`config.mk`:
```
export PLATFORM = sky130hd
export DESIGN_NAME = alu_scan_master
export DESIGN_NICKNAME = d
export VERILOG_FILES = /design/src/rtl/alu_scan_pkg.sv /design/src/rtl/alu_scan_master.sv
export SDC_FILE = /design/constraint.sdc
export NUM_CORES = 1
export LEC_CHECK = 0
export ABC_AREA = 1
export CORE_MARGIN = 2
export CORE_UTILIZATION = 35
export CTS_CLUSTER_DIAMETER = 100
export CTS_CLUSTER_SIZE = 40
export DETAILED_ROUTE_END_ITERATION = 8
export PLACE_DENSITY_LB_ADDON = 0.05
export SYNTH_ARGS = -nofsm -noshare
export SYNTH_HDL_FRONTEND = slang
export SYNTH_SLANG_ARGS = --single-unit
```
`constraint.sdc`:
```
create_clock -name clk -period 2.15 [get_ports clk]
set_input_delay 0.43 -clock clk [delete_from_list [all_inputs] [get_ports clk]]
set_output_delay 0.43 -clock clk [all_outputs]
set_load 0.05 [all_outputs]
```
`src/rtl/alu_scan_pkg.sv`:
```
// rtl/alu_scan_pkg.sv - shared frame geometry, FSM state codes and funct3 values for the ALU scan master
package alu_scan_pkg;

  // Outbound frame: {op2, op1, w, funct3, ashr, sub}
  function automatic int frame_w(input int xlen);
    return 2 * xlen + 6;
  endfunction

  // Returned frame: {ltu, lt, eq, result}
  function automatic int rsp_w(input int xlen);
    return xlen + 3;
  endfunction

  // Field offsets inside the outbound frame (op2 sits at xlen+6)
  localparam int SUB_BIT    = 0;
  localparam int ASHR_BIT   = 1;
  localparam int FUNCT3_LSB = 2;
  localparam int W_BIT      = 5;
  localparam int OP1_LSB    = 6;

  function automatic int op2_lsb(input int xlen);
    return xlen + 6;
  endfunction

  // FSM state codes
  localparam logic [2:0] IDLE    = 3'd0;
  localparam logic [2:0] SHIFT   = 3'd1;
  localparam logic [2:0] SAMPLE  = 3'd2;
  localparam logic [2:0] SETTLE  = 3'd3;
  localparam logic [2:0] CAPTURE = 3'd4;
  localparam logic [2:0] DONE    = 3'd5;

  // ALU funct3 encodings
  localparam logic [2:0] F3_ADD  = 3'd0;
  localparam logic [2:0] F3_SLL  = 3'd1;
  localparam logic [2:0] F3_SLT  = 3'd2;
  localparam logic [2:0] F3_SLTU = 3'd3;
  localparam logic [2:0] F3_XOR  = 3'd4;
  localparam logic [2:0] F3_SR   = 3'd5;
  localparam logic [2:0] F3_OR   = 3'd6;
  localparam logic [2:0] F3_AND  = 3'd7;

endpackage

```
`src/rtl/alu_scan_master.sv`:
```
// rtl/alu_scan_master.sv - serialises one ALU request onto tdi, strobes sample, deserialises the tdo reply
module alu_scan_master
  import alu_scan_pkg::*;
#(
  parameter int XLEN   = 64,
  parameter int RX_LAT = 0
) (
  input  logic            clk,
  input  logic            rst,
  input  logic            req_valid,
  output logic            req_ready,
  input  logic            req_sub,
  input  logic            req_ashr,
  input  logic [2:0]      req_funct3,
  input  logic            req_w,
  input  logic [XLEN-1:0] req_op1,
  input  logic [XLEN-1:0] req_op2,
  output logic            rsp_valid,
  input  logic            rsp_ready,
  output logic [XLEN-1:0] rsp_result,
  output logic            rsp_eq,
  output logic            rsp_lt,
  output logic            rsp_ltu,
  output logic            tdi,
  output logic            sample,
  input  logic            tdo,
  output logic            busy
);

  localparam int FRAME_W = frame_w(XLEN);
  localparam int RSP_W   = rsp_w(XLEN);
  localparam int CNT_W   = $clog2(FRAME_W + 1);

  localparam logic [CNT_W-1:0] SHIFT_LAST   = CNT_W'(FRAME_W - 1);
  localparam logic [CNT_W-1:0] SETTLE_LAST  = CNT_W'(RX_LAT);
  localparam logic [CNT_W-1:0] CAPTURE_LAST = CNT_W'(RSP_W - 1);

  logic [2:0]         state;
  logic [CNT_W-1:0]   cnt;
  logic [FRAME_W-1:0] tx_sr;
  logic [RSP_W-1:0]   rx_sr;
  logic [FRAME_W-1:0] frame_in;
  logic               rx_en;
  logic               capture_done;

  assign req_ready = (state == IDLE);
  assign busy      = (state != IDLE);
  assign frame_in  = {req_op2, req_op1, req_w, req_funct3, req_ashr, req_sub};

  // Return bit 0 is on tdo during the last SETTLE cycle; bits 1..RSP_W-1 arrive
  // during CAPTURE counts 0..RSP_W-2. The final CAPTURE cycle only moves the
  // assembled word into the response registers.
  assign rx_en = ((state == SETTLE) && (cnt == SETTLE_LAST)) ||
                 ((state == CAPTURE) && (cnt != CAPTURE_LAST));
  assign capture_done = (state == CAPTURE) && (cnt == CAPTURE_LAST);

  // Phase sequencing, TX shift register and the registered tdi/sample pins
  always_ff @(posedge clk) begin
    if (rst) begin
      state  <= IDLE;
      cnt    <= '0;
      tx_sr  <= '0;
      tdi    <= 1'b0;
      sample <= 1'b0;
    end else begin
      case (state)
        IDLE: begin
          if (req_valid) begin
            // MSB goes straight to the pin so it is on tdi during cycle 0
            state <= SHIFT;
            cnt   <= '0;
            tdi   <= frame_in[FRAME_W-1];
            tx_sr <= {frame_in[FRAME_W-2:0], 1'b0};
          end
        end
        SHIFT: begin
          if (cnt == SHIFT_LAST) begin
            state  <= SAMPLE;
            cnt    <= '0;
            tdi    <= 1'b0;
            sample <= 1'b1;
          end else begin
            cnt   <= cnt + 1'b1;
            tdi   <= tx_sr[FRAME_W-1];
            tx_sr <= {tx_sr[FRAME_W-2:0], 1'b0};
          end
        end
        SAMPLE: begin
          state  <= SETTLE;
          cnt    <= '0;
          sample <= 1'b0;
        end
        SETTLE: begin
          if (cnt == SETTLE_LAST) begin
            state <= CAPTURE;
            cnt   <= '0;
          end else begin
            cnt <= cnt + 1'b1;
          end
        end
        CAPTURE: begin
          if (cnt == CAPTURE_LAST) begin
            state <= DONE;
            cnt   <= '0;
          end else begin
            cnt <= cnt + 1'b1;
          end
        end
        DONE: begin
          if (rsp_ready) begin
            state <= IDLE;
            cnt   <= '0;
          end
        end
        default: begin
          state <= IDLE;
          cnt   <= '0;
        end
      endcase
    end
  end

  // RX deserialiser and the held response registers
  always_ff @(posedge clk) begin
    if (rst) begin
      rx_sr      <= '0;
      rsp_valid  <= 1'b0;
      rsp_result <= '0;
      rsp_eq     <= 1'b0;
      rsp_lt     <= 1'b0;
      rsp_ltu    <= 1'b0;
    end else begin
      if (rx_en) begin
        rx_sr <= {rx_sr[RSP_W-2:0], tdo};
      end
      if (capture_done) begin
        rsp_valid  <= 1'b1;
        rsp_ltu    <= rx_sr[RSP_W-1];
        rsp_lt     <= rx_sr[RSP_W-2];
        rsp_eq     <= rx_sr[RSP_W-3];
        rsp_result <= rx_sr[XLEN-1:0];
      end else if ((state == DONE) && rsp_ready) begin
        rsp_valid <= 1'b0;
      end
    end
  end

endmodule

```
---- Word level (Yosys, flattened, before mapping) ----
Cells that the tools add are included.
storage, ports and cells
  logic and storage cells ................. 64
  output and inout bits ................... 72
  input bits .............................. 139
  bits in registers ....................... 282
operators by class
  equality and inequality tests ........... 14
  $add $sub $neg .......................... 1
  reduce and logical (&&, ||, !) cells .... 16
  mux-type cells .......................... 22
operators by type and width
  cell                                                              number
  134-bit two-way mux                                               2
  134-bit one-hot mux with 2 select lines                           1
  8-bit two-way mux                                                 5
  8-bit one-hot mux with 5 select lines                             1
  3-bit one-hot mux with 6 select lines                             1
  3-bit two-way mux                                                 5
  8-bit by 1-bit adder with 8-bit output (second input constant)    1
  8-bit by 7-bit == test with 1-bit output (second input constant)  1
  8-bit == test (second input constant)                             1
  8-bit zero test                                                   1
  2-bit != test (second input constant)                             4
  8-bit by 7-bit != test with 1-bit output (second input constant)  1
  3-bit by 2-bit == test with 1-bit output (second input constant)  2
  3-bit == test (second input constant)                             2
  2-bit AND reduction                                               3
  2-bit nonzero test                                                3
  1-bit two-way mux                                                 5
  5-bit AND reduction                                               1
  1-bit logical AND                                                 4
  2-bit by 1-bit != test with 1-bit output (second input constant)  2
  1-bit one-hot mux with 2 select lines                             2
  3-bit by 1-bit == test with 1-bit output (second input constant)  1
  3-bit zero test                                                   1
  3-bit AND reduction                                               1
  2 further kinds                                                   2

---- Logic depth before layout (Yosys ltp) ----
Gate-level depths: netlist of run 1.
  word-level depth ........................ 4
  mapped depth ............................ 13
  mapped depth without buffers ............ 11

---- Worst setup path after synthesis of run 1 ----
Ideal clock, no wire load.
  path type ............................... flip-flop to flip-flop
  from .................................... register state[0]
  to ...................................... register tx_sr[100]
  slack ................................... -25 ps
  library setup time ...................... 116 ps
  data required time ...................... 2,034 ps
  arrival ................................. 2,060 ps
  cell stages (with the launch flop) ...... 11
  clock period less this slack ............ 2,175 ps
  cells stage by stage .................... dfxtp_1 -> inv_2 -> nand2_1 -> nor2_1 -> nand2_1 -> nand2_1 -> nand2_2 -> buf_2 -> clkbuf_2 -> o21ai_0 -> nor2_1
between the ends
  word-level cells in the longest chain between the ends .. 3
RTL lines
  element                                                                      line                   RTL
  start, declared                                                              alu_scan_master.sv:38  logic [2:0] state;
  start signal, assigned                                                       alu_scan_master.sv:60  state <= IDLE;
  start signal, assigned                                                       alu_scan_master.sv:70  state <= SHIFT;
  start signal, assigned                                                       alu_scan_master.sv:78  state <= SAMPLE;
  3-bit zero test *                                                            --
  via req_ready                                                                alu_scan_master.sv:11  output logic req_ready,
  2-bit != test (no source line) / 2-bit nonzero test (equally long branches)  --
  3-bit AND reduction (no source line)                                         --
  end signal, assigned                                                         alu_scan_master.sv:73  tx_sr <= {frame_in[FRAME_W-2:0], 1'b0};
  end signal, assigned                                                         alu_scan_master.sv:85  tx_sr <= {tx_sr[FRAME_W-2:0], 1'b0};
  end, declared                                                                alu_scan_master.sv:40  logic [FRAME_W-1:0] tx_sr;
The timed path passes the listed nets; every way through them passes the cells marked *.
A chain may end at the register's enable or synchronous reset.

---- Final worst setup path of run 1 ----
  from .................................... register rsp_result[1]
  to ...................................... output rsp_result[1]
RTL lines
  element                 line                    RTL
  start, declared         alu_scan_master.sv:20   output logic [XLEN-1:0] rsp_result,
  start signal, assigned  alu_scan_master.sv:141  rsp_result <= rx_sr[XLEN-1:0];
No word-level cell between the ends.

==> results of run 1 <==
-- power by group --
| group | internal (µW) | switching, µW |
|---|---|---|
| clock | 1040 | 1670 |
| sequential | 5650 | 218 |
| combinational | 861 | 1300 |
| total | 7550 | 3190 |
-- cells in the final DEF, fill, tap and decap left out --
master | synthesis | routed
dlymetal6s2s_1 | 0 | 27
nand4_1 | 1 | 1
clkbuf_16 | 0 | 11
dlygate4sd2_1 | 0 | 9
buf_4 | 2 | 15
clkinv_4 | 0 | 1
clkbuf_1 | 68 | 1
a21o_1 | 1 | 1
inv_2 | 4 | 4
nor3_4 | 1 | 1
nor2_2 | 2 | 3
a21oi_1 | 11 | 11
inv_4 | 0 | 2
o21bai_1 | 1 | 1
o21ai_0 | 257 | 257
inv_6 | 0 | 1
nand2_4 | 0 | 1
clkbuf_8 | 0 | 2
nor2_1 | 555 | 554
nand3_1 | 10 | 10
o21ai_1 | 17 | 17
nand2_2 | 3 | 3
nand3b_1 | 1 | 1
nand2_1 | 429 | 428
diode_2 | 0 | 1
ha_1 | 4 | 4
clkdlybuf4s50_1 | 0 | 172
o31ai_1 | 1 | 1
clkinv_8 | 0 | 1
inv_1 | 18 | 15
buf_12 | 0 | 15
dfxtp_1 | 281 | 281
-- final cells by class --
| cell class | instances | area share |
|---|---|---|
| tap | 442 | 0.03822 |
| clock buffer | 14 | 0.02118 |
| sequential | 281 | 0.3888 |
| clock inverter | 2 | 0.001729 |
| antenna | 1 | 0.0001729 |
| timing repair buffer | 238 | 0.1763 |
| inverter | 22 | 0.006399 |
| multi-input combinational | 1294 | 0.3672 |
-- layer usage --
metal	global-route usage	wire (µm)
met2	0.2813	13170
met4	0.03397	495
met3	0.01947	1021
met1	0.2179	13900
met5	0	0
-- flip-flops by register name (all words and copies together), names as in the netlist, 3 cells and up --
name,count
state,3
rsp_result,64
cnt,8
tx_sr,133
rx_sr,67
-- final timing paths --
kind | startpoint | to | slack, ns | cells after the start
setup / recovery | rsp_result[1] | rsp_result[1] | 0.06 | 1
hold / removal | tx_sr[132] | tx_sr[132] | 0.47 | 2
setup reg to reg | state[0] | tx_sr[57] | 0.21 | 9
hold reg to reg | tx_sr[132] | tx_sr[132] | 0.47 | 2
-- kinds of logic (layout without fill, tap and decap cells) --
kind of cell / after synthesis / in the layout / synth area share
flops: 281 / 281 / 0.4891
simple gates: 1002 / 1002 / 0.3308
fa+ha+maj: 4 / 4 / 0.004351
compound gates: 288 / 288 / 0.1260
buf+inv: 136 / 276 / 0.04982
other cells: 0 / 1 / 0
-- metrics by stage --
stage | std cells | util | setup WS (ns)
after detailed placement | 2275 | 0.4334 | 0.1876
after CTS | 2291 | 0.4432 | 0.001195
after global placement | 2275 | 0.4334 | 0.2240
after global routing | 2294 | 0.4459 | 0.000009215
final | 2294 | 0.4459 | 0.05627
after floorplan | 1711 | - | 0.2319
-- what timing repair did --
item / 4_1_cts / 5_1_grt
buffers inserted: 0 / 2
resized for setup: 9 / 27
setup endpoints to repair: 9 / 34
pin swaps: 0 / 1
==> qor.csv, run 1 <==
stage,metric,value,unit
global_routing,Total GRT Usage,0.1629,
critical_path,crit path buf inv count,1,
logic_synthesis,most frequent cell after synthesis,nor2_1,
critical_path,Worst Setup End Kind,primary output,
sta,unrepaired setup endpoints after global routing,no,
logic_synthesis,cell taking the most area after synthesis,dfxtp_1,
logic_synthesis,Yosys cell types,22,
sta,Final Max Tran Viols,0,
floorplan,I/O pins,211,
critical_path,CP Class,reg -> out,
drt,mean routed wirelength per cell,12.46,µm
logic_synthesis,area fraction of the dominant cell type after synthesis,0.4891,
drt,WL final,28590,µm
worst_hold_path,Hold Path Class,reg -> reg,
logic_synthesis,Syn Nets,1854,
drt,post-route DRC violation count,0,
critical_path,Critical Path Max Stage Delay,0.81,ns
clocking,CTS Hold Bufs,0,
flow_run,max-cap viol count,0,
clocking,CTS Buffer Depth,3,
placed_design,input/output buffers,210,
logic_synthesis,Syn Inst Count,1711,
global_routing,largest net degree at the start of global routing,81,
global_routing,initial antenna violation count,1,
run_status,outcome,completed,
drt,Pre-antenna DRT Iters,4,
finish,share of layout cells above drive strength 1,0.03241,
logic_synthesis,yosys warns,0,
drt,routed via count,10550,
placed_design,routability cong.,0.7570,
sta,Fin Hold WS,0.4660,ns
placed_design,Placed Area,0.01406,mm²
clocking,CTS tree,done,
sta,Slew headroom,0.6210,
drt,Final ANT Viol Nets,0,
logic_synthesis,Commonest cells post-synth,"nor2_1 (555), nand2_1 (429), dfxtp_1 (281), o21ai_0 (257), clkbuf_1 (68)",
placed_design,HPWL Detailed,18360,µm
sta,Final Hold Fails,0,
floorplan,core footprint,0.03245,mm²
sta,worst slew pin tran,0.5686,ns
floorplan,die extent in x,185.3,µm
critical_path,CP Cell Sequence,clkdlybuf4s50_1,
clocking,Worst-path clk slew,0.14,ns
finish,area grow syn2layout,25.80,%
clocking,TritonCTS Buffers,11,
critical_path,slowest CP cell,clkdlybuf4s50_1,
logic_synthesis,"Seq/Total Area, Yosys",0.4891,
finish,register area,0.005625,mm²
sta,Final setup viols,0,
logic_synthesis,prevailing post-synth register cell,dfxtp_1,
floorplan,initial core utilization,0.3544,
logic_synthesis,synthesized area,0.01150,mm²
clocking,root buffer cell,clkbuf_16,
power,PwrDens,742.3,mW/mm²
logic_synthesis,Synth async-reset ratio,0,
finish,multi-input logic area,0.005314,mm²
sta,setup_tns,0,ns
global_routing,GR Overflow Total,0,
logic_synthesis,syn_area_per_cell,6.723,µm²
global_routing,vias in the first global route,9652,
finish,Layout Nets,1991,
clocking,Sinks on Clock Net,281,
drt,Vias/cell,4.599,
power,worst-case vdd ir drop,0.4936,mV
clocking,clock insertion delay at the later pin of the skew report,0.51,ns
critical_path,CP Max Fanout,2,
logic_synthesis,Post-synth EDFFs,0,
logic_synthesis,Synth area leaders,"dfxtp_1 (49%), nor2_1 (18%), nand2_1 (14%)",
critical_path,CP required,1.72,ns
sta,final period utilization,0.9738,
critical_path,Top delay family on crit path,buffers and inverters,
finish,Fillers,3427,
sta,crit path time final,2.094,ns
sta,Peak Freq,477.6,MHz
global_routing,first-pass GRT wire length,46820,µm
critical_path,Critical Path Source Type,register,
critical_path,critical path arrival,1.66,ns
finish,post-route cell area,0.01447,mm²
power,overall power,10740,µW
floorplan,die area,0.03433,mm²
floorplan,cell row count,66,
floorplan,die height,185.3,µm
sta,Worst Skew,0.02721,ns
logic_synthesis,Yosys reg bits,281,
clocking,htree depth,1,
power,Pleak,0.006944,µW
drt,initial drt markers,663,
Note: power is estimated with default switching activity, not from simulation.
==> run 2, diff against run 1 <==
- SETUP_SLACK_MARGIN: default -> 0.4
==> run 2 against run 1 <==
  * Design area grew 4.5%
  * Global-route usage grew 0.60 points
  * First-iteration DRC count is 11% lower
  * Clock skew increased by 0.0042 ns
  * Critical path depth grew 3
  * Sequential share of layout area decreased by 1.6 points
  * Combinational power rose by 14%
  * Final cell count is 1.5% higher
  * Fmax up 20%
  * Via count up 1.6%
  * Sequential power about the same
  * Critical endpoint is now req_ready
  * Largest power group unchanged
  * Highest routed layer is now met5
==> qor.csv, run 2 (synthesis gave the netlist of run 1 again) <==
stage,metric,value,unit
global_routing,largest net degree at the start of global routing,76,
sta,crit path time final,1.741,ns
floorplan,cell row count,66,
power,sequential share of power,0.516,
power,Psw,3472,µW
finish,area grow syn2layout,31.52,%
drt,WL final,30830,µm
sta,Final Max Tran Viols,0,
floorplan,I/O pins,211,
sta,Slew headroom,0.8001,
global_routing,Total GRT Usage,0.1688,
floorplan,die height,185.3,µm
critical_path,CP required,1.72,ns
placed_design,input/output buffers,210,
sta,unrepaired setup endpoints after global routing,yes,
power,Pleak,0.006765,µW
drt,Vias/cell,4.602,
placed_design,HPWL Detailed,18760,µm
finish,Fillers,3370,
drt,Pre-antenna DRT Iters,4,
finish,multi-input logic area,0.005403,mm²
critical_path,CP Class,reg -> out,
global_routing,met1 usage in global routing,0.2349,
drt,Final ANT Viol Nets,0,
finish,"Core Util, Final",0.4662,
global_routing,GR Overflow Total,0,
global_routing,GR Layer Usage met3,0.02241,
critical_path,CP Cell Sequence,inv_4 -> nand2_4 -> nor2_4 -> buf_8,
power,Clock power frac,0.266,
floorplan,initial core utilization,0.3544,
sta,Final setup viols,0,
global_routing,initial antenna violation count,3,
drt,routed via count,10720,
critical_path,Top delay family on crit path,flip-flops,
global_routing,met2 Track Usage GR,0.2804,
critical_path,slowest CP cell,dfxtp_4,
finish,Largest Register,tx_sr,
drt,initial drt markers,593,
power,PwrDens,751.8,mW/mm²
clocking,Worst-path clk slew,0.15,ns
clocking,Sinks on Clock Net,281,
finish,register area,0.005644,mm²
placed_design,routability cong.,0.7693,
critical_path,Worst Setup End Kind,primary output,
power,Internal,7901,µW
clocking,CTS Buffer Depth,3,
sta,setup_tns,0,ns
critical_path,critical path arrival,1.31,ns
finish,Layout Nets,2022,
worst_hold_path,Hold Path Class,reg -> reg,
global_routing,vias in the first global route,9756,
sta,Final Hold Fails,0,
critical_path,crit path buf inv count,2,
finish,share of layout cells above drive strength 1,0.1013,
power,switching share of power,0.3053,
floorplan,core footprint,0.03245,mm²
clocking,CTS Hold Bufs,0,
sta,Peak Freq,574.5,MHz
sta,Worst Skew,0.03142,ns
critical_path,Critical Path Max Stage Delay,0.39,ns
clocking,CTS tree,done,
drt,post-route DRC violation count,0,
flow_run,max-cap viol count,0,
run_status,outcome,completed,
drt,mean routed wirelength per cell,13.24,µm
power,Combinational Power Share,0.217,
clocking,TritonCTS Buffers,12,
critical_path,CP Max Fanout,5,
floorplan,die area,0.03433,mm²
finish,biggest regs,"tx_sr: 133 flops, rx_sr: 67 flops, rsp_result: 64 flops",
power,worst-case vdd ir drop,0.4717,mV
clocking,root buffer cell,clkbuf_16,
finish,max reg flops,133,
clocking,clock insertion delay at the later pin of the skew report,0.51,ns
finish,"commonest non-fill, non-tap cell in the layout",nor2_1,
floorplan,die extent in x,185.3,µm
critical_path,Critical Path Source Type,register,
sta,worst slew pin tran,0.2967,ns
finish,most frequent cells in the layout,"nor2_1 (539), nand2_1 (423), dfxtp_1 (276)",
clocking,htree depth,1,
global_routing,GR peak layer,met2,
global_routing,first-pass GRT wire length,48360,µm
sta,final period utilization,0.8096,
## run 2: changes by cell type in the layout (fill, tap and decap cells not counted), sizes merged, moves of 2 or more
cell	change
clkbuf	+5
inv	+3
clkdlybuf4s15	+54
dlymetal6s2s	-27
clkdlybuf4s50	-34
clkinv	+2
buf	+36
clkdlybuf4s18	+4
dlygate4sd2	-9
## run 2: area by class of cell
type | instances | area share
sequential | 281 | 0.3731
multi-input combinational | 1294 | 0.3571
timing repair buffer | 268 | 0.1970
tap | 442 | 0.03656
clock buffer | 13 | 0.02150
inverter | 22 | 0.007774
clock inverter | 7 | 0.006616
antenna | 2 | 0.0003308
## run 2: metal layers
metal  share of wire  vias to the layer above  wire [µm]
li1                -                     5695          -
met1            0.49                     4781      15100
met2            0.45                      213      13890
met3           0.042                       27       1309
met4           0.017                        2        522
met5         0.00036                        -         11
## run 2: final timing paths
check | slack, ns | to | cells after the start | from
setup / recovery | 0.41 | req_ready | 4 | state[0]
hold / removal | 0.48 | tx_sr[132] | 2 | tx_sr[132]
setup reg to reg | 0.49 | rsp_result[24] | 8 | cnt[0]
hold reg to reg | 0.48 | tx_sr[132] | 2 | tx_sr[132]
## run 2: power groups by stage
stage / sequential [µW] / clock [µW] / combinational, µW
after floorplan: 5940 / 0 / 1450
after global placement: 5970 / 0 / 2210
after detailed placement: 5980 / 0 / 2230
after CTS: 5860 / 3160 / 2350
after global routing: 5930 / 3340 / 2820
final: 5870 / 3030 / 2470
## run 2: timing repair
action / CTS / global route
gates resized for setup: 233 / 102
endpoints found under the hold margin: 0 / 0
buffers inserted: 5 / 8
pin swaps: 4 / 6
cloned: 2 / 6
setup endpoints to repair: 316 / 289
## run 2: through the flow
step	std cells	hold slack (ns)	total power, µW	instance area [µm²]	worst slack [ns]
after global placement	2286	0.4534	8180	14160	0.2854
final	2329	0.4830	11370	15130	0.4093
after detailed placement	2286	0.4625	8205	14160	0.2456
after global routing	2329	0.5108	12080	15130	0.3543
after floorplan	1711	0.4300	7394	11520	0.4107
after CTS	2313	0.4849	11380	14830	0.3439
## run 2: worst register-to-register path, cell delays in order (launching register included)
cell     delay [ns]
dfxtp_4        0.38
inv_1          0.09
ha_1           0.15
nand3_1        0.09
nor2_2         0.14
nand2_2        0.18
buf_4          0.25
o21ai_0        0.21
nor2_1         0.06
